## src/rtl/mem_arbiter.sv

```systemverilog
// Two-port (fetch / load-store) arbiter onto a single memory port, one transaction
// outstanding, round-robin on conflict, with fetch-response dropping on flush.
module mem_arbiter #(
  parameter int ADDR_W = 32,
  parameter int DATA_W = 32
) (
  input  logic              clk,
  input  logic              rst,
  input  logic              if_req,
  input  logic [ADDR_W-1:0] if_addr,
  output logic              if_gnt,
  output logic              if_rvalid,
  output logic [DATA_W-1:0] if_rdata,
  input  logic              flush,
  input  logic              d_req,
  input  logic              d_we,
  input  logic [ADDR_W-1:0] d_addr,
  input  logic [DATA_W-1:0] d_wdata,
  input  logic [3:0]        d_be,
  output logic              d_gnt,
  output logic              d_rvalid,
  output logic [DATA_W-1:0] d_rdata,
  output logic              mem_req,
  output logic              mem_we,
  output logic [ADDR_W-1:0] mem_addr,
  output logic [DATA_W-1:0] mem_wdata,
  output logic [3:0]        mem_be,
  input  logic              mem_ack,
  input  logic              mem_rvalid,
  input  logic [DATA_W-1:0] mem_rdata,
  output logic              busy
);

  typedef enum logic [1:0] {IDLE, ISSUE, WAIT} state_t;
  typedef enum logic {OWN_IF = 1'b0, OWN_D = 1'b1} owner_t;

  state_t              state_q, state_d;
  owner_t              owner_q;
  logic                drop_q;
  logic                we_q;
  logic [ADDR_W-1:0]   addr_q;
  logic [DATA_W-1:0]   wdata_q;
  logic [3:0]          be_q;
  logic                grant_if, grant_d, done;

  // NOTE: every always_comb output gets a default first so no path leaves it
  // unassigned, which would otherwise infer a latch.
  always_comb begin
    state_d  = state_q;
    grant_if = 1'b0;
    grant_d  = 1'b0;
    done     = 1'b0;
    unique case (state_q)
      IDLE: begin
        if (if_req || d_req) begin
          // The current owner doubles as the last-granted flag for round-robin.
          grant_d  = d_req && (!if_req || owner_q == OWN_IF);
          grant_if = !grant_d;
          state_d  = ISSUE;
        end
      end
      ISSUE: begin
        if (mem_ack) begin
          done    = mem_rvalid;
          state_d = mem_rvalid ? IDLE : WAIT;
        end
      end
      WAIT: begin
        if (mem_rvalid) begin
          done    = 1'b1;
          state_d = IDLE;
        end
      end
      default: state_d = IDLE;
    endcase
  end

  // Outputs are forced low while reset is held so nothing leaks before the reset edge.
  assign if_gnt    = rst && grant_if;
  assign d_gnt     = rst && grant_d;
  assign mem_req   = rst && (state_q == ISSUE);
  assign busy      = rst && (state_q != IDLE);
  assign if_rvalid = rst && done && (owner_q == OWN_IF) && !drop_q && !flush;
  assign d_rvalid  = rst && done && (owner_q == OWN_D);
  assign if_rdata  = mem_rdata;
  assign d_rdata   = mem_rdata;
  assign mem_we    = we_q;
  assign mem_addr  = addr_q;
  assign mem_wdata = wdata_q;
  assign mem_be    = be_q;

  // NOTE: state registers use non-blocking assignments so all of them update
  // from the same pre-edge values; the synchronous reset clears every one.
  always_ff @(posedge clk) begin
    if (!rst) begin
      state_q <= IDLE;
      owner_q <= OWN_IF;
      drop_q  <= 1'b0;
      we_q    <= 1'b0;
      addr_q  <= '0;
      wdata_q <= '0;
      be_q    <= '0;
    end else begin
      state_q <= state_d;
      if (grant_if || grant_d) begin
        owner_q <= grant_d ? OWN_D : OWN_IF;
        we_q    <= grant_d && d_we;
        addr_q  <= grant_d ? d_addr : if_addr;
        wdata_q <= grant_d ? d_wdata : '0;
        // Fetches read a full word.
        be_q    <= grant_d ? d_be : 4'b1111;
      end
      if (state_d == IDLE)
        drop_q <= 1'b0;
      else if (flush && owner_q == OWN_IF && state_q != IDLE)
        drop_q <= 1'b1;
    end
  end

endmodule

```

## config.mk

```make
export PLATFORM = sky130hd
export DESIGN_NAME = mem_arbiter
export DESIGN_NICKNAME = d
export VERILOG_FILES = /design/src/rtl/mem_arbiter.sv
export SDC_FILE = /design/constraint.sdc
export NUM_CORES = 1
export LEC_CHECK = 0
export BUFFER_PORTS_ARGS = -buffer_cell sky130_fd_sc_hd__buf_2
export CAP_MARGIN = 20
export CORE_AREA = 2 2 109 111
export CTS_BUF_LIST = sky130_fd_sc_hd__clkbuf_4
export DETAILED_ROUTE_END_ITERATION = 7
export DIE_AREA = 0 0 111 113
export GPL_TIMING_DRIVEN = 0
export PLACE_DENSITY_LB_ADDON = 0.2
export SYNTH_ARGS = -nofsm -noshare
export SYNTH_HDL_FRONTEND = slang
export SYNTH_SLANG_ARGS = --single-unit
export TNS_END_PERCENT = 50
```

## constraint.sdc

```tcl
create_clock -name clk -period 2.1 [get_ports clk]
set_clock_uncertainty 0.05 [all_clocks]
set_input_delay 0.42 -clock clk [delete_from_list [all_inputs] [get_ports clk]]
set_output_delay 0.42 -clock clk [all_outputs]
set_load 0.03 [all_outputs]
```

After elaboration in Yosys (flattened, before gate mapping)
Cells that the tools add are included.

Reductions and logical operators: 24. Order comparisons: 0. Bitwise operators: 2. Equal/unequal tests: 2. Multiply operators: 0. Shift-type cells: 0. Multiplexer cells: 16. $add $sub $neg: 0. Div/mod/pow operators: 0.

Operators by type and width (number): 2-to-1 mux 32 bit (2); logical AND 1 bit (13); 2-to-1 mux 2 bit (4); 2-to-1 mux 1 bit (7); one-hot mux 2 bit (3 select lines) (1); logical NOT 1 bit (4); logical NOT 2 bit (2); 2-to-1 mux 4 bit (1); logical OR 1 bit (3); == test 2 x 1 -> 1 bit, second input constant (1); == test 2 bit, second input constant (1); NOT 1 bit (2); one-hot mux 1 bit (2 select lines) (1); nonzero test 2 bit (1); OR reduction 2 bit (1).

Output and inout port bits: 139. Latch bits: 0. Bits of input ports: 140. Bits in read-only memories: 0. Memories kept: 0. Register bits after elaboration: 73. Bits in writable memories: 0.

Longest topological paths before layout
Gate-level depths: netlist of run 1.

Word-level depth: 7. Mapped depth: 8.

Worst setup path before layout of run 1
OpenSTA, ideal clock, no wires.

Kind: register to output. Start: register state_q[1]. End: output port if_rvalid. Setup slack: -122 ps. Data required time: 1630 ps. Data arrival time: 1752 ps. Stages on the path, launching flop included: 6. Path buffers: 0. Cell sequence: dfxtp_1 inv_1 ha_1 a21oi_1 nand4b_1 nor4_1.

Longest elaborated chain between the ends: 6. Elaborated cells between the ends (all ways): 7. Classes of those cells: 2 x eq/ne; 1 x mux; 4 x reduce/logical.

RTL lines: start, declared (line 37) `state_t state_q, state_d;`; start signal, assigned (line 104) `state_q <= state_d;`; == test 2 bit or == test 2 x 1 -> 1 bit (tied branches) (line 53) `unique case (state_q)`; one-hot mux 1 bit (2 select lines) * (line 53); logical AND 1 bit * (4 in series) (line 83) `assign if_rvalid = rst && done && (owner_q == OWN_IF) && !drop_q && !flush;`; end, declared (line 12) `output logic if_rvalid,`.

Mark *: on every way between the ends. The rest lies on a longest branch, timed or not.

Worst setup path in the final report of run 1
Ends and elaborated chain as after synthesis.

==> flow_summary_export.csv, run 1 <==
group,metric,value,unit
min_path,hold_class,"in2reg",
flow_run,cap_violations,0,
synth,synth_top_family_by_area,"compound AO/OA/AOI/OAI gates",
synth,synth_xor_area_frac,0,
global_route,overflow,0,
final_layout,drive_above_1_share,0.6787,
critical_path,required,1.63,ns
synth,yosys.area_share.simple,0.07799,
synth,synth_area,3706,sq um
critical_path,critPathCaptureType,"primary output",
clock_network,cts_sinks,73,
final_layout,final_cell_area,5450,sq um
routing,wirelength,11.55,mm
critical_path,cp_cell_sequence,"inv_4 > ha_4 > a21oi_2 > nand4b_1 > nor4_2 > buf_4",
min_path,hold_start,"if_addr[0]",
timing,fin_hold_ws,0.1586,ns
synth,synthAdderAreaFrac,0.01688,
routing,post_drt_wl_per_cell,15.38,um
synth,synthFlopType,"dfxtp_1",
synth,ys_warn_count,0,
critical_path,path_max_fanout,4,
floorplanning,core.rowCount,39,
clock_network,clockRootBuffer,"clkbuf_4",
synth,synth-edff-count,0,
critical_path,arrival,1.71,ns
timing,final_max_slew_viol_count,0,
timing,hold_viol_final,0,
outcome,status,"complete, but fails checks",
placed_design,portBuffers,246,
clock_network,htree_num_levels,3,
global_route,grt_pass1_wl,17.73,mm
global_route,grt_pass1_vias,3474,
placed_design,gp_congestion,0.7862,
routing,vias_per_cell,4.755,
placed_design,dp_hpwl,8.759,mm
global_route,grt_max_degree,17,
global_route,antenna_found_initial,1,
routing,antenna_left,0,
synth,synth_commonest_cells,"dfxtp_1, buf_4, a22o_1, nor2b_1, a32o_1",
floorplanning,coreArea,11270,sq um
clock_network,ctsHoldBuffers,0,
power,leakagePower,0.002763,uW
clock_network,clk-insertion-delay-late,0.42,ns
critical_path,startpoint,"state_q[1]$_SDFF_PN0_",
clock_network,clock_path_buffers,2,
floorplanning,ios,279,
routing,dr_total_vias,3571,
floorplanning,die_x,111,um
timing,setup_viol,3,
critical_path,cp_slowest_cell,"dfxtp_4",
timing,rsz0062_at_grt,"true",
synth,yosysMostFrequentCell,"dfxtp_1",
synth,synth_top_area_share,0.3943,
critical_path,max_stage_delay,0.38,ns
placed_design,placed_area,5122,sq um
floorplanning,die-area,12540,sq um
synth,synth.largest_area_cell,"dfxtp_1",
global_route,grtUsageTotal,0.1768,
synth,synth_compound_area_frac,0.3049,
routing,first_pass_iters,4,
synth,synth.mux.area_fraction,0,
timing,worst_slew_pin_slew,0.4842,ns
routing,drt-initial-drc-count,152,
synth,seq_area_frac_synth,0.3943,
timing,setup_ws,-0.08387,ns
clock_network,numCtsBuffers,9,
synth,ys_seq_elements,73,
floorplanning,start_util,0.3288,
power,power_density,775.9,nW/um^2
timing,max_freq,0.4579,GHz
outcome,violations,"setup timing",
synth,async_flop_share,0,
synth,avgSynthCellArea,11.06,sq um
synth,yosysUniqueCellTypes,40,
synth,synth_area_leaders,"dfxtp_1, buf_4, a22o_1",
timing,finalCriticalPeriod,2.184,ns
final_layout,synthToLayoutAreaGrowth,47.06,%
final_layout,fin_nets,748,
synth,syn-instance-count,335,
routing,drc_errors,0,
synth,synth_fp_nets,480,
clock_network,cts_tree,"built",
critical_path,critPathLaunchType,"flop",
power,ir_drop,0.4792,mV
critical_path,crit_type,"reg2out",
floorplanning,die_y,113,um
final_layout,fin_util,0.4835,
timing,maxSlewHeadroom,0.6772,
critical_path,r2r_start,"state_q[0]$_SDFF_PN0_",
timing,finalCritPeriodShare,1.040,
clock_network,clk_pin_slew,0.13,ns
## worst paths after layout
check,endpoint,slack (ns),cells after the start
setup reg to reg,mem_wdata[0]$_SDFFE_PN0P_,0.27,9
hold reg to reg,mem_wdata[25]$_SDFFE_PN0P_,0.43,1
setup / recovery,if_rvalid,-0.08,6
hold / removal,mem_addr[0]$_SDFFE_PN0P_,0.16,3
## critical path: cells and delay by family, from the launching register on
kind	cells	cell delay, ns
simple gates	2	0.44
flops	1	0.38
buf+inv	2	0.27
fa+ha+maj	1	0.15
compound gates	1	0.05
## power by group
group / internal, uW / leakage [uW] / switching (uW)
sequential: 1520 / 0.000603 / 87.5
combinational: 629 / 0.00207 / 893
clock: 593 / 0.0000934 / 505
total: 2740 / 0.00276 / 1490
## registers in the layout, summed over array words and instances (netlist names)
register	flops
mem_be	4
owner_q	1
mem_addr	32
mem_wdata	32
state_q	2
drop_q	1
mem_we	1
## area by class of cell
cell class	count	area, sq um
timing repair buffer	258	1341
clock buffer	9	67.56
fill	1101	5822
multi-input combinational	160	1506
clock inverter	6	107.6
sequential	73	1473
antenna	1	2.502
inverter	10	40.04
tap	143	178.9
buffer	91	733.2
## layer usage
metal | global-route usage | part of all wire | vias up | wire [um]
li1 | - | - | 1715 | -
met1 | 0.1973 | 0.39 | 1662 | 4473
met2 | 0.3157 | 0.51 | 177 | 5862
met3 | 0.04713 | 0.081 | 17 | 934
met4 | 0.08167 | 0.024 | 0 | 278
met5 | 0 | 0 | - | 0
## cells by family (layout without fill, tap and decap cells)
kind of cell | count (synthesis) | after routing
flip-flops | 73 | 73
adder cells (fa/ha/maj) | 5 | 5
AO/OA/AOI/OAI | 111 | 111
other | 0 | 1
AND/OR/NAND/NOR | 44 | 44
buffers and inverters | 102 | 374
## timing repair
item	4_1_cts	5_1_grt
resized for setup	18	7
endpoints found under the setup margin	5	5
pin swaps	0	2
buffers inserted	3	9
cloned	0	0
## stage by stage
stage	TNS (ns)	total power, uW	std cells	worst slack, ns
after floorplan	0	2664	335	0.2094
after global placement	0	3083	724	0.1536
after detailed placement	0	3102	724	0.1186
after CTS	-0.2897	4248	741	-0.1062
after global routing	-0.5344	4435	751	-0.1827
final	-0.1476	4229	751	-0.08387
## layout by cell type, fill, tap and decap left out, drive strengths merged
master | netlist | layout
nor4 | 1 | 1
dfxtp | 73 | 73
a31oi | 1 | 1
o21ai | 1 | 1
o221a | 4 | 4
a21oi | 8 | 8
a21o | 1 | 1
o221ai | 6 | 6
o21a | 1 | 1
a22oi | 26 | 26
a21boi | 1 | 1
a221oi | 1 | 1
buf | 87 | 344
ha | 5 | 5
clkbuf | 5 | 14
clkinv | 0 | 3
o32ai | 1 | 1
nor2b | 29 | 29
nor3 | 1 | 1
diode | 0 | 1
nand4b | 1 | 1
and3 | 1 | 1
nor2 | 3 | 3
nand2b | 2 | 2
nand2 | 2 | 2
inv | 10 | 10
a22o | 33 | 33
nor3b | 1 | 1
o22a | 1 | 1
bufinv | 0 | 3
and2 | 2 | 2
and4 | 1 | 1
a32o | 26 | 26
Note: power is estimated with default switching activity, not from simulation.
==> inputs of run 2 (changes only) <==
CAP_MARGIN = unset   (was 20)
CORE_AREA = 2 2 108 110   (was 2 2 109 111)
DIE_AREA = 0 0 110 112   (was 0 0 111 113)
clock period = 1.77 ns   (was 2.1 ns; I/O delays follow)
==> run 2 against run 1 <==
  * The run still ends with setup timing left
  * Worst hold slack worse by 0.087 ns
  * Sequential cell count stayed put
  * Setup slack worse by 0.22 ns
  * Die area is 1.8% lower
  * Final cell count is 1.3% higher
  * Register-to-register slack worse by 0.33 ns
  * Clock power is 9.5% lower
  * Largest power group is now combinational logic
==> flow_summary_export.csv, run 2 (synthesis results as in run 1) <==
group,metric,value,unit
min_path,hold_class,"in2reg",
routing,wl_met3,1.118,mm
timing,worst_slew_pin_slew,0.4570,ns
global_route,grt_max_degree,16,
final_layout,final_common_cell,"buf_2",
floorplanning,die_y,112,um
routing,post_drt_wl_per_cell,15.31,um
critical_path,crit_type,"reg2out",
clock_network,htree_num_levels,3,
final_layout,stdcell_count,761,
clock_network,clk_pin_slew,0.14,ns
outcome,status,"complete, but fails checks",
timing,max_freq,0.4821,GHz
global_route,grt_pass1_wl,17.15,mm
routing,first_pass_iters,4,
clock_network,clockRootBuffer,"clkbuf_4",
critical_path,critPathCaptureType,"primary output",
critical_path,arrival,1.67,ns
critical_path,cp_cell_sequence,"buf_6 > ha_4 > a21oi_2 > nand4b_1 > nor4_2 > buf_4",
placed_design,gp_congestion,0.7544,
final_layout,drive_above_1_share,0.6942,
power,leakagePower,0.002829,uW
critical_path,cp_slowest_cell,"dfxtp_4",
global_route,grtUsageTotal,0.1809,
critical_path,max_stage_delay,0.40,ns
timing,setup_ws,-0.3042,ns
timing,finalCritPeriodShare,1.172,
placed_design,pre_cts_ws,-0.1345,ns
routing,drt-initial-drc-count,128,
final_layout,antenna_cells,0,
timing,final_max_slew_viol_count,0,
final_layout,synthToLayoutAreaGrowth,51.38,%
floorplanning,ios,279,
routing,drt-met1-wl,4.644,mm
floorplanning,coreArea,11170,sq um
critical_path,crit_buf_inv,2,
timing,hold_viol_final,0,
global_route,antenna_found_initial,0,
clock_network,cts_tree,"built",
final_layout,num-fill-cells,1054,
outcome,violations,"setup timing",
placed_design,dp_hpwl,8.571,mm
routing,wirelength,11.65,mm
critical_path,path_max_fanout,2,
routing,vias_per_cell,4.699,
final_layout,multi_input_area,1574,sq um
timing,rsz0062_at_grt,"true",
routing,dr_total_vias,3576,
flow_run,cap_violations,0,
timing,maxSlewHeadroom,0.6953,
clock_network,cts_sinks,73,
clock_network,clock_path_buffers,2,
placed_design,portBuffers,246,
timing,finalCriticalPeriod,2.074,ns
critical_path,critPathLaunchType,"flop",
clock_network,numCtsBuffers,9,
clock_network,clk-insertion-delay-late,0.43,ns
power,power_density,859.9,nW/um^2
timing,fin_hold_ws,0.07185,ns
critical_path,required,1.37,ns
timing,setup_viol,36,
floorplanning,die_x,110,um
placed_design,place_inst,724,
floorplanning,die-area,12320,sq um
floorplanning,start_util,0.3317,
final_layout,fin_nets,758,
final_layout,final_cell_mix,"buf_2, buf_4, dfxtp_1",
routing,drc_errors,0,
routing,wl_met2,5.683,mm
final_layout,register_area,1473,sq um
global_route,overflow,0,
routing,antenna_left,0,
critical_path,cp_top_family,"flip-flops",
floorplanning,core.rowCount,39,
global_route,grt_pass1_vias,3435,
power,ir_drop,0.4744,mV
routing,top_layer,"met4",
-- run 2: cell count changes in the layout (fill, tap and decap cells not counted), sizes merged --
cell      change
diode         -1
bufinv        -3
clkinv        -2
inv           +4
clkbuf        -1
buf          +11
clkinvlp      +2
-- run 2: cell type report --
| type | instances | area share |
|---|---|---|
| clock inverters | 7 | 0.01093 |
| repair buffers | 268 | 0.2589 |
| well taps | 143 | 0.03189 |
| multi-input cells | 160 | 0.2806 |
| clock buffers | 9 | 0.01204 |
| plain buffers | 91 | 0.1351 |
| inverters | 10 | 0.008029 |
| flip-flops and latches | 73 | 0.2625 |
-- run 2: routing by layer --
metal  GRT usage  vias up
li1            -     1732
met1      0.2078     1656
met2      0.3055      171
met3     0.06440       17
met4     0.06498        0
met5           0        -
-- run 2: path summary, 6_finish.rpt --
| path | endpoint | slack (ns) | depth (start not counted) | start |
|---|---|---|---|---|
| worst max register to register | mem_wdata[27]$_SDFFE_PN0P_ | -0.06 | 10 | state_q[0]$_SDFF_PN0_ |
| worst min register to register | mem_wdata[11]$_SDFFE_PN0P_ | 0.44 | 1 | mem_wdata[11]$_SDFFE_PN0P_ |
| worst max-delay path | if_rvalid | -0.30 | 6 | state_q[1]$_SDFF_PN0_ |
| worst min-delay path | mem_wdata[16]$_SDFFE_PN0P_ | 0.07 | 2 | d_wdata[16] |
-- run 2: power breakdown --
group | total [uW] | switching, uW | internal (uW)
clock | 995 | 681 | 314
combinational | 1920 | 1090 | 830
sequential | 1910 | 101 | 1810
-- run 2: what timing repair did --
action,CTS,global route
endpoints found under the setup margin,51,72
hold buffers,0,0
pin swaps,2,7
setup buffers,12,10
gates resized for setup,37,20
gates cloned,0,0
-- run 2: through the flow --
| stage | utilization | instance area [sq um] | setup TNS [ns] | power, uW |
|---|---|---|---|---|
| floorplan | - | 3715 | -0.04854 | 3162 |
| global route | 0.5021 | 5610 | -4.718 | 5116 |
| CTS | 0.4903 | 5479 | -9.137 | 4810 |
| finish | 0.5021 | 5610 | -2.306 | 4824 |
| detailed placement | 0.4586 | 5125 | -1.052 | 3671 |
| global placement | 0.4586 | 5125 | -0.2636 | 3654 |
==> inputs of run 3 (changes only) <==
PLACE_DENSITY = 0.71   (was unset)
PLACE_DENSITY_LB_ADDON = unset   (was 0.2)
==> run 3 against run 2 <==
  * Clock-buffer cell count up 2
  * Largest power group is now registers
  * Highest routed layer unchanged
  * Design area down 2.4%
  * Routed wire length down 1.1%
  * The run still ends with setup timing left
  * Non-clock buffer count down 10
==> flow_summary_export.csv, run 3 (synthesis results as in run 1) <==
group,metric,value,unit
critical_path,cp_slowest_cell,"dfxtp_4",
placed_design,dp_hpwl,8.811,mm
timing,setup_ws,-0.3036,ns
power,pwr-share-seq,0.400,
clock_network,htree_num_levels,3,
min_path,hold_class,"in2reg",
routing,vias_per_cell,4.722,
routing,post_drt_wl_per_cell,15.34,um
floorplanning,die_x,110,um
clock_network,numCtsBuffers,9,
clock_network,clk_pin_slew,0.11,ns
critical_path,max_stage_delay,0.41,ns
timing,max_freq,0.4823,GHz
timing,finalCritPeriodShare,1.172,
global_route,grtUsageTotal,0.1822,
power,p_clk_frac,0.215,
critical_path,required,1.37,ns
critical_path,path_max_fanout,4,
clock_network,ctsHoldBuffers,0,
final_layout,fin_nets,748,
timing,finalCriticalPeriod,2.074,ns
routing,first_pass_iters,4,
floorplanning,die_y,112,um
routing,antenna_left,0,
final_layout,drive_above_1_share,0.6842,
final_layout,fin_util,0.4899,
floorplanning,ios,279,
power,switchingPower,1755,uW
placed_design,gp_congestion,0.7435,
clock_network,clock_path_buffers,2,
flow_run,cap_violations,0,
routing,dr_total_vias,3546,
timing,final_max_slew_viol_count,0,
final_layout,final_cell_mix,"buf_2, buf_4, dfxtp_1",
power,share_comb_of_total_power,0.386,
power,leakagePower,0.002766,uW
clock_network,cts_sinks,73,
floorplanning,die-area,12320,sq um
global_route,grt_max_degree,12,
power,internal_power,3020,uW
outcome,violations,"setup timing",
final_layout,register_area,1473,sq um
global_route,grt_pass1_wl,17.04,mm
critical_path,arrival,1.67,ns
routing,wirelength,11.52,mm
final_layout,antenna_cells,0,
floorplanning,coreArea,11170,sq um
routing,drt-initial-drc-count,103,
critical_path,reg2reg_slack,0.05,ns
floorplanning,core.rowCount,39,
routing,drc_errors,0,
critical_path,crit_buf_inv,2,
final_layout,multi_input_area,1559,sq um
clock_network,clockRootBuffer,"clkbuf_4",
global_route,overflow,0,
global_route,antenna_found_initial,0,
critical_path,cp_top_family,"flip-flops",
floorplanning,start_util,0.3317,
critical_path,critPathCaptureType,"primary output",
power,power_density,872.3,nW/um^2
final_layout,final_common_cell,"buf_2",
timing,hold_viol_final,0,
critical_path,cp_cell_sequence,"inv_4 > ha_4 > nand4b_1 > nor4_2 > buf_4",
placed_design,portBuffers,246,
power,swShare,0.3675,
timing,maxSlewHeadroom,0.6935,
timing,finalSetupTns,-0.8455,ns
timing,worst_slew_pin_slew,0.4598,ns
clock_network,clk-insertion-delay-late,0.43,ns
timing,rsz0062_at_grt,"true",
timing,setup_viol,5,
power,ir_drop,0.4375,mV
final_layout,synthToLayoutAreaGrowth,47.70,%
outcome,status,"complete, but fails checks",
global_route,grt_pass1_vias,3604,
critical_path,critPathLaunchType,"flop",
clock_network,cts_tree,"built",
final_layout,num-fill-cells,1037,
critical_path,crit_type,"reg2out",
==> run 3: changes by cell type in the layout (fill, tap and decap cells not counted), sizes merged <==
cell      delta
buf         -11
bufinv       +1
clkbuf       +3
clkinv       +3
clkinvlp     -2
inv          -4
==> run 3: cell type report <==
class	count	share of cell area
multi-input combinational	160	0.2848
clock buffer	11	0.01509
sequential	73	0.2690
buffer	88	0.1285
timing repair buffer	261	0.2537
tap	143	0.03269
clock inverter	5	0.008457
inverter	10	0.007771
==> run 3: stage by stage <==
| stage | instance area, sq um | power [uW] | setup WS, ns | instances | hold WS [ns] |
|---|---|---|---|---|---|
| 2_1_floorplan | 3715 | 3162 | -0.04854 | 335 | 0.4072 |
| 3_3_place_gp | 5125 | 3643 | -0.1045 | 724 | 0.4018 |
| 3_5_place_dp | 5125 | 3682 | -0.1174 | 724 | 0.4038 |
| 4_1_cts | 5485 | 4844 | -0.4430 | 751 | 0.02485 |
| 5_1_grt | 5474 | 5029 | -0.4338 | 751 | 0.03420 |
| 6_report | 5474 | 4775 | -0.3036 | 751 | 0.07281 |
==> run 3: repair_timing <==
action | CTS | global route
buffers inserted | 12 | 3
endpoints found under the hold margin | 0 | 0
setup endpoints to repair | 51 | 37
pin swaps | 4 | 4
resized for setup | 41 | 0
==> run 3: power groups by stage <==
stage	clock, uW	sequential, uW	combinational [uW]
6_report	1020	1910	1840
5_1_grt	1140	1930	1960
4_1_cts	1070	1910	1860
3_5_place_dp	0	1940	1740
3_3_place_gp	0	1930	1710
2_1_floorplan	0	2240	926
==> run 3: final timing paths <==
path / from / to / cells past startpoint
worst max-delay path: state_q[0]$_SDFF_PN0_ / if_rvalid / 5
worst min-delay path: d_wdata[13] / mem_wdata[13]$_SDFFE_PN0P_ / 2
worst max register to register: state_q[0]$_SDFF_PN0_ / mem_wdata[10]$_SDFFE_PN0P_ / 8
worst min register to register: mem_wdata[22]$_SDFFE_PN0P_ / mem_wdata[22]$_SDFFE_PN0P_ / 1
==> run 3: per-layer routing <==
metal | GRT usage | routed length [um] | vias to the layer above
met2 | 0.3329 | 6014 | 171
met4 | 0.09283 | 313 | 0
met5 | 0 | 0 | -
li1 | - | - | 1722
met3 | 0.05445 | 1027 | 18
met1 | 0.1819 | 4168 | 1635
